File: src/rtl/cpu_pkg.sv
// Shared MIPS pipeline definitions: the NOP encoding used for fetch bubbles,
// the jump/branch opcodes, and the next-PC source select used by fetch.
package cpu_pkg;

  localparam logic [31:0] NOP_INSTR = 32'h0000_0000;

  localparam logic [5:0] OP_J   = 6'b000010;
  localparam logic [5:0] OP_JAL = 6'b000011;
  localparam logic [5:0] OP_BEQ = 6'b000100;

  typedef enum logic [1:0] {
    PC_SEQ,
    PC_BRANCH,
    PC_JR,
    PC_JUMP
  } pc_sel_e;

  // Primary opcode field of an instruction word, as seen by the decoder.
  function automatic logic [5:0] opcode_of(input logic [31:0] instr);
    return instr[31:26];
  endfunction

endpackage

File: src/rtl/fetch_stage_if.sv
// Instruction-memory bus seen by the fetch stage: a byte address driven by
// fetch and a word returned combinationally by the memory.
interface fetch_stage_if #(
  parameter int ADDR_W = 32
);

  logic [ADDR_W-1:0] imem_addr;
  logic [31:0]       imem_data;

  modport master (output imem_addr, input imem_data);
  modport slave  (input imem_addr, output imem_data);

endinterface

File: src/rtl/pc_next_sel.sv
// Next-PC priority selector for the fetch stage. Purely combinational:
// taken branch beats stall, stall beats jr, jr beats j/jal, otherwise PC+4.
module pc_next_sel
  import cpu_pkg::*;
#(
  parameter int ADDR_W = 32
) (
  input  logic [ADDR_W-1:0] pc_q_i,
  input  logic              stall_i,
  input  logic              branch_taken_i,
  input  logic [ADDR_W-1:0] branch_target_i,
  input  logic              jump_i,
  input  logic [25:0]       jump_index_i,
  input  logic              jr_i,
  input  logic [ADDR_W-1:0] jr_target_i,
  input  logic [ADDR_W-1:0] if_id_pc4_i,
  output pc_sel_e           pc_sel_o,
  output logic              hold_o,
  output logic [ADDR_W-1:0] pc_next_o
);

  // Only the segment bits of PC+4 feed a j/jal target, and jr targets are
  // forced word aligned, so these low bits are intentionally dropped.
  logic unused_low_bits;
  assign unused_low_bits = ^{if_id_pc4_i[27:0], jr_target_i[1:0]};

  // Resolve the redirect source in age order; the EX-stage branch is older
  // than anything in ID, so it wins even over a load-use stall.
  always_comb begin
    pc_sel_o  = PC_SEQ;
    hold_o    = 1'b0;
    pc_next_o = pc_q_i + ADDR_W'(4);
    if (branch_taken_i) begin
      pc_sel_o  = PC_BRANCH;
      pc_next_o = branch_target_i;
    end else if (stall_i) begin
      hold_o    = 1'b1;
      pc_next_o = pc_q_i;
    end else if (jr_i) begin
      pc_sel_o  = PC_JR;
      pc_next_o = {jr_target_i[ADDR_W-1:2], 2'b00};
    end else if (jump_i) begin
      pc_sel_o  = PC_JUMP;
      pc_next_o = {if_id_pc4_i[ADDR_W-1:28], jump_index_i, 2'b00};
    end
  end

endmodule

File: src/rtl/fetch_stage.sv
// MIPS instruction-fetch stage: program counter, instruction-memory address
// and the IF/ID pipeline register. Redirects (branch, jr, j/jal) load a NOP
// bubble into IF/ID; a load-use stall freezes both PC and IF/ID.
// Optional build macro FETCH_PERF_EN adds fetch/bubble performance counters.
module fetch_stage
  import cpu_pkg::*;
#(
  parameter int              ADDR_W   = 32,
  parameter logic [ADDR_W-1:0] RESET_PC = '0
) (
  input  logic              clk_i,
  input  logic              rst_i,
  input  logic              stall_i,
  input  logic              branch_taken_i,
  input  logic [ADDR_W-1:0] branch_target_i,
  input  logic              jump_i,
  input  logic [25:0]       jump_index_i,
  input  logic              jr_i,
  input  logic [ADDR_W-1:0] jr_target_i,
  fetch_stage_if.master     imem,
  output logic [31:0]       if_id_instr_o,
  output logic [ADDR_W-1:0] if_id_pc4_o,
  output logic              if_id_valid_o,
  output logic [5:0]        instr_op_o
`ifdef FETCH_PERF_EN
  ,
  output logic [31:0]       perf_fetch_cnt_o,
  output logic [31:0]       perf_bubble_cnt_o
`endif
);

  logic [ADDR_W-1:0] pc_q, pc_d;
  logic [31:0]       instr_q, instr_d;
  logic [ADDR_W-1:0] pc4_q, pc4_d;
  logic              valid_q, valid_d;

  pc_sel_e           pc_sel;
  logic              hold;
  logic [ADDR_W-1:0] pc_next;
  logic              load_fetch;
  logic              load_bubble;

  pc_next_sel #(
    .ADDR_W(ADDR_W)
  ) u_pc_next_sel (
    .pc_q_i         (pc_q),
    .stall_i        (stall_i),
    .branch_taken_i (branch_taken_i),
    .branch_target_i(branch_target_i),
    .jump_i         (jump_i),
    .jump_index_i   (jump_index_i),
    .jr_i           (jr_i),
    .jr_target_i    (jr_target_i),
    .if_id_pc4_i    (pc4_q),
    .pc_sel_o       (pc_sel),
    .hold_o         (hold),
    .pc_next_o      (pc_next)
  );

  assign imem.imem_addr = pc_q;

  assign load_fetch  = !hold && (pc_sel == PC_SEQ);
  assign load_bubble = !hold && (pc_sel != PC_SEQ);

  // Next PC and IF/ID contents: capture the fetched word on a sequential
  // step, insert a NOP bubble on any redirect, hold everything on stall.
  always_comb begin
    pc_d    = pc_next;
    instr_d = instr_q;
    pc4_d   = pc4_q;
    valid_d = valid_q;
    if (load_fetch) begin
      instr_d = imem.imem_data;
      pc4_d   = pc_next;
      valid_d = 1'b1;
    end else if (load_bubble) begin
      instr_d = NOP_INSTR;
      pc4_d   = '0;
      valid_d = 1'b0;
    end
  end

  // PC and IF/ID registers; reset discards any pending redirect.
  always_ff @(posedge clk_i or negedge rst_i) begin
    if (!rst_i) begin
      pc_q    <= RESET_PC;
      instr_q <= NOP_INSTR;
      pc4_q   <= '0;
      valid_q <= 1'b0;
    end else begin
      pc_q    <= pc_d;
      instr_q <= instr_d;
      pc4_q   <= pc4_d;
      valid_q <= valid_d;
    end
  end

  assign if_id_instr_o = instr_q;
  assign if_id_pc4_o   = pc4_q;
  assign if_id_valid_o = valid_q;
  assign instr_op_o    = opcode_of(instr_q);

`ifdef FETCH_PERF_EN
  logic [31:0] fetch_cnt_q, fetch_cnt_d;
  logic [31:0] bubble_cnt_q, bubble_cnt_d;

  // Count IF/ID loads by kind; stall-hold cycles load nothing and count nothing.
  always_comb begin
    fetch_cnt_d  = fetch_cnt_q;
    bubble_cnt_d = bubble_cnt_q;
    if (load_fetch)  fetch_cnt_d  = fetch_cnt_q + 32'd1;
    if (load_bubble) bubble_cnt_d = bubble_cnt_q + 32'd1;
  end

  // Performance counter registers, free-running and wrapping.
  always_ff @(posedge clk_i or negedge rst_i) begin
    if (!rst_i) begin
      fetch_cnt_q  <= '0;
      bubble_cnt_q <= '0;
    end else begin
      fetch_cnt_q  <= fetch_cnt_d;
      bubble_cnt_q <= bubble_cnt_d;
    end
  end

  assign perf_fetch_cnt_o  = fetch_cnt_q;
  assign perf_bubble_cnt_o = bubble_cnt_q;
`endif

endmodule

File: src/flat_wrapper.sv
// flat-port wrapper written by rule: the top's interface ports become plain ports
module fetch_stage_flat import cpu_pkg::*;
#(
  parameter int              ADDR_W   = 32,
  parameter logic [ADDR_W-1:0] RESET_PC = '0
)
  (clk_i, rst_i, stall_i, branch_taken_i, branch_target_i, jump_i, jump_index_i, jr_i, jr_target_i, if_id_instr_o, if_id_pc4_o, if_id_valid_o, instr_op_o, imem_imem_addr, imem_imem_data);
  fetch_stage_if #(.ADDR_W(ADDR_W)) imem_i ();
  input  logic clk_i;
  input  logic rst_i;
  input  logic stall_i;
  input  logic branch_taken_i;
  input  logic [ADDR_W-1:0] branch_target_i;
  input  logic jump_i;
  input  logic [25:0] jump_index_i;
  input  logic jr_i;
  input  logic [ADDR_W-1:0] jr_target_i;
  output logic [31:0] if_id_instr_o;
  output logic [ADDR_W-1:0] if_id_pc4_o;
  output logic if_id_valid_o;
  output logic [5:0] instr_op_o;
  output wire logic [$bits(imem_i.imem_addr)-1:0] imem_imem_addr;
  input wire logic [$bits(imem_i.imem_data)-1:0] imem_imem_data;
  assign imem_imem_addr = imem_i.imem_addr;
  assign imem_i.imem_data = imem_imem_data;
  fetch_stage #(.ADDR_W(ADDR_W), .RESET_PC(RESET_PC)) u_core (.clk_i(clk_i), .rst_i(rst_i), .stall_i(stall_i), .branch_taken_i(branch_taken_i), .branch_target_i(branch_target_i), .jump_i(jump_i), .jump_index_i(jump_index_i), .jr_i(jr_i), .jr_target_i(jr_target_i), .imem(imem_i), .if_id_instr_o(if_id_instr_o), .if_id_pc4_o(if_id_pc4_o), .if_id_valid_o(if_id_valid_o), .instr_op_o(instr_op_o));
endmodule
File: config.mk
export PLATFORM = sky130hd
export DESIGN_NAME = fetch_stage_flat
export DESIGN_NICKNAME = d
export VERILOG_FILES = /design/src/rtl/cpu_pkg.sv /design/src/rtl/fetch_stage_if.sv /design/src/rtl/pc_next_sel.sv /design/src/rtl/fetch_stage.sv /design/src/flat_wrapper.sv
export SDC_FILE = /design/constraint.sdc
export NUM_CORES = 1
export LEC_CHECK = 0
export BUFFER_PORTS_ARGS = -buffer_cell sky130_fd_sc_hd__buf_2
export CAP_MARGIN = 20
export CORE_MARGIN = 4
export CORE_UTILIZATION = 35
export CTS_CLUSTER_SIZE = 25
export DETAILED_ROUTE_END_ITERATION = 7
export GPL_TIMING_DRIVEN = 0
export PLACE_DENSITY = 0.68
export SYNTH_ARGS = -nofsm -noshare
export SYNTH_HDL_FRONTEND = slang
export SYNTH_SLANG_ARGS = --single-unit
File: constraint.sdc
create_clock -name clk_i -period 2.1 [get_ports clk_i]
set_input_delay 0.315 -clock clk_i [delete_from_list [all_inputs] [get_ports clk_i]]
set_output_delay 0.315 -clock clk_i [all_outputs]
set_load 0.02 [all_outputs]
After elaboration in Yosys (flattened, before gate mapping):

Cells that the tools add are included.

* bits in registers: 97
* word-level logic and storage cells: 26

* add/subtract/negate cells: 1
* multiplexer cells: 15
* reduce and logical (&&, ||, !) cells: 6

Operator list (number)
* $mux 32: 7
* $add 32x3->32 const B: 1
* $mux 2: 4
* $mux 1: 4
* $reduce_bool 2->1: 2
* $logic_and 1x1->1: 2
* $logic_not 2->1: 1
* $logic_not 1->1: 1

Longest topological paths before layout:

* word-level depth: 8
* depth in mapped cells: 7
* mapped depth without buffers: 6

Hierarchy:

A second synthesis with hierarchy kept.

* cell total of the unflattened synthesis: 562
* area, all modules: 5472.7 sq um

Modules (own cells, without submodules)
* fetch_stage: times used 1, cells an instance 254, area an instance 3627.2 sq um, seq. area each 2427.3 sq um
* pc_next_sel: times used 1, cells an instance 308, area an instance 1845.5 sq um, seq. area each 0.0 sq um

Least setup slack after synthesis:

No wires, ideal clock.

* path type: flip-flop to flip-flop
* from: register u_core.pc_q[2], in the netlist u_core.imem.imem_addr[2]
* to: register u_core.pc4_q[20], in the netlist u_core.if_id_pc4_o[20]
* arrival: 2.006 ns
* required time: 1.976 ns
* setup slack: -0.030 ns
* cell stages (with the launch flop): 7
* period minus slack after synthesis: 2.130 ns
* cells stage by stage: dfrtp_1 -> ha_1 -> nand4_1 -> nor4_4 -> nand4_1 -> and3_1 -> a211o_1

* cells in the longest elaborated chain, start to end: 6

Ends and longest elaborated chain
* start: declaration: RTL line fetch_stage.sv:32 `logic [ADDR_W-1:0] pc_q, pc_d;`
* start signal: assignment: RTL line fetch_stage.sv:91 `pc_q <= pc_d;`
* $add 32x3->32: RTL line pc_next_sel.sv:32 `pc_next_o = pc_q_i + ADDR_W'(4);`
* $mux 32: RTL line pc_next_sel.sv:42 `end else if (jump_i) begin`
* $mux 32: RTL line pc_next_sel.sv:39 `end else if (jr_i) begin`
* $mux 32: RTL line pc_next_sel.sv:36 `end else if (stall_i) begin`
* $mux 32: RTL line pc_next_sel.sv:33 `if (branch_taken_i) begin`
* $mux 32: RTL line fetch_stage.sv:72 `if (load_fetch) begin`
* end signal: assignment: RTL line fetch_stage.sv:93 `pc4_q <= pc4_d;`
* end: declaration: RTL line fetch_stage.sv:34 `logic [ADDR_W-1:0] pc4_q, pc4_d;`

Every way passes these cells.
A chain may end at the register's enable or synchronous reset.

Worst setup path in the final report:

* from: register u_core.pc_q[3], in the netlist u_core.imem.imem_addr[3]
* to: register u_core.pc4_q[20], in the netlist u_core.if_id_pc4_o[20]

Same word-level chain as after synthesis.

==> results.yml <==
status:
  outcome: "complete, no violations"
power_and_ir_drop:
  power.total_mw: 4.758
  p_per_area_nw_per_um2: 693.5
  ir_worst_vdd_v: 0.0004259
  p_leak_nw: 3.506
placement:
  dpl_cell_area_um2: 6435
  io_buffers: 226
  dpl.cell_count: 930
  hpwlAfterDp_um: 14820
  gp_congestion: 0.8499
route:
  drc: 0
  drtAntennaViolNets: 0
  wl_per_cell_um: 21.08
  wirelength_um: 20170
  first_pass_iters: 5
  vias_per_cell: 5.613
  vias: 5372
  drtIter0Drc: 398
clocking:
  path_clk_slew_ns: 0.07
  cts_tree: "yes"
  clk_latency_ns: 0.35
  clockBufferDepth: 2
  htree_levels: 3
  clock_sinks: 97
  cts-root-buf: "clkbuf_16"
  cts_buffers: 9
yosys:
  synth-edff-count: 0
  synth_cell_types: 52
  ys_ff_latch: 97
  ys_seq_area_frac: 0.4808
  synthesis.nets: 652
  synth_top_cells_by_area: "dfrtp_1, a22o_1, o21ai_0"
  avgSynthCellArea_um2: 9.653
  yosysWarnings: 0
  synth_top_cell_by_area: "dfrtp_1"
  syn_area_um2: 5049
  synthArstFlopShare: 1.000
  synth_top_flop_cell: "dfrtp_1"
  syn_inst: 523
  netlist.area_leader.share: 0.4808
worst_setup_path:
  ff2ff_path_depth: 7
  crit_cells: 7
  cp_common_cell: "nand4_1"
  crit_chain: "ha_4, nand4_1, nor4_4, buf_4, nand4_1, and3_1, a211o_1"
  crit_start: "u_core.imem.imem_addr[3]"
  crit_path_end_kind: "register"
  cp.arrival_ns: 2.28
  rr_startpoint: "u_core.imem.imem_addr[3]"
  cp_top_family: "simple AND/OR/NAND/NOR gates"
  critPathMaxFanout: 5
  required_ns: 2.33
  cpPeakStageDelay_ns: 0.43
  cp_num_buf_inv: 1
  crit_slowest_cell: "dfrtp_1"
  criticalPathCategory: "register to register"
  worstSetupStartpointType: "register"
cells_and_area:
  design_area_um2: 6860
  drive_gt1_frac: 0.3660
  final_cell_mix: "buf_2, dfrtp_1, nand2_1"
  fin_nets: 900
  final_common_cell: "buf_2"
  stdcell_count: 957
  syn_to_final_growth_pct: 35.89
global_route:
  grt_max_degree: 60
  grt_first_pass_wirelength_um: 30440
  gr-total-overflow: 0
  grt_pass1_vias: 5190
  grt_use_total: 0.2424
  antenna_found_initial: 2
die:
  rows: 43
  start_util: 0.3609
  ios: 231
  dieArea_um2: 16410
  die_h_um: 128.1
  die_w_um: 128.1
  core_um2: 13990
sta:
  relSlewSlack: 0.5156
  hold_violations: 0
  worstMarginPinSlew_ns: 0.7266
  finalSetupViolCount: 0
  fin_crit_sh: 0.9734
  slew_viol_final: 0
  timing.fmax_mhz: 489.2
  fin_worst_skew_ns: 0.01072
  setup_tns_ns: 0
  period_needed_ns: 2.044
min_path:
  min_from: "branch_target_i[3]"
  holdPathStages: 3
  worstHoldPathType: "input port to register"
job:
  maxCapViolCount: 0
-- worst paths after layout --
check	slack (ns)	to
setup / recovery	0.06	u_core.if_id_pc4_o[20]
hold / removal	0.17	u_core.imem.imem_addr[3]
setup reg to reg	0.06	u_core.if_id_pc4_o[20]
hold reg to reg	0.48	u_core.if_id_pc4_o[12]
max in group asynchronous	0.93	u_core.imem.imem_addr[10]
min in group asynchronous	0.47	u_core.if_id_instr_o[2]
-- worst reg2reg max path: stages (launching register included) --
cell,delay [ns]
dfrtp_1,0.43
ha_4,0.17
nand4_1,0.28
nor4_4,0.23
buf_4,0.19
nand4_1,0.18
and3_1,0.24
a211o_1,0.22
-- logic make-up after synthesis --
kind of cell	synth area share
flops	0.4808
buf+inv	0.04783
fa+ha+maj	0.002478
mux	0.02404
simple gates	0.1651
xor+xnor	0.02255
compound gates	0.2572
-- sequential cells by signal, summed over array words and instances, names as in the netlist --
signal and cells:
u_core.if_id_instr_o 32, u_core.if_id_pc4_o 32, u_core.if_id_valid_o 1, u_core.imem.imem_addr 32
-- report_power, final --
part	total, mW	switching (mW)	internal, mW	leakage [nW]
clock network	1.73	0.765	0.967	0.151
registers	2.09	0.128	1.96	1.28
logic	0.935	0.576	0.359	2.08
-- per-layer routing --
layer / up-vias / track usage / part of all wire
li1: 2465 / - / -
met1: 2618 / 0.3326 / 0.42
met2: 255 / 0.3823 / 0.47
met3: 30 / 0.04875 / 0.084
met4: 4 / 0.08427 / 0.024
met5: - / 0 / 0.0012
-- area by class of cell --
| cell class | count | area, um^2 |
|---|---|---|
| Fill cell | 1409 | 7128 |
| Sequential cell | 97 | 2429 |
| Multi-Input combinational cell | 371 | 2409 |
| Timing Repair Buffer | 237 | 1242 |
| Clock buffer | 11 | 242.7 |
| Buffer | 50 | 229.0 |
| Tap cell | 180 | 225.2 |
| Clock inverter | 5 | 61.31 |
| Inverter | 5 | 20.02 |
| Antenna cell | 1 | 2.502 |
-- synthesized netlist by cell type (6+ instances only) --
| cell | n |
|---|---|
| dfrtp_1 | 97 |
| a221o_1 | 7 |
| xor2_1 | 6 |
| and4_1 | 6 |
| clkbuf_1 | 29 |
| xnor2_1 | 7 |
| nand4_1 | 8 |
| buf_2 | 8 |
| nand2_1 | 61 |
| o21ai_0 | 47 |
| nor3_1 | 18 |
| o31ai_1 | 9 |
| nand3_1 | 20 |
| and3_1 | 8 |
| a221oi_1 | 11 |
| nor2_1 | 22 |
| mux2i_1 | 11 |
| buf_4 | 6 |
| a21oi_1 | 26 |
| a22o_1 | 42 |
-- through the flow --
| step | worst slack, ns | hold slack, ns | utilization |
|---|---|---|---|
| after detailed placement | -0.3871 | 0.3251 | 0.4600 |
| after global placement | -0.3931 | 0.4584 | 0.4579 |
| final | 0.05586 | 0.1733 | 0.4904 |
| after floorplan | 0.04427 | 0.01941 | - |
| after CTS | -0.007552 | 0.1588 | 0.4878 |
| after global routing | -0.004679 | 0.1718 | 0.4903 |
-- timing repair --
action | 4_1_cts | 5_1_grt
endpoints found under the setup margin | 28 | 26
hold buffers | 1 | 0
gates cloned | 0 | 0
setup buffers | 8 | 1
pin swaps | 4 | 7
resized for setup | 4 | 15
endpoints found under the hold margin | 38 | 0
(Power assumes the default switching activity.)
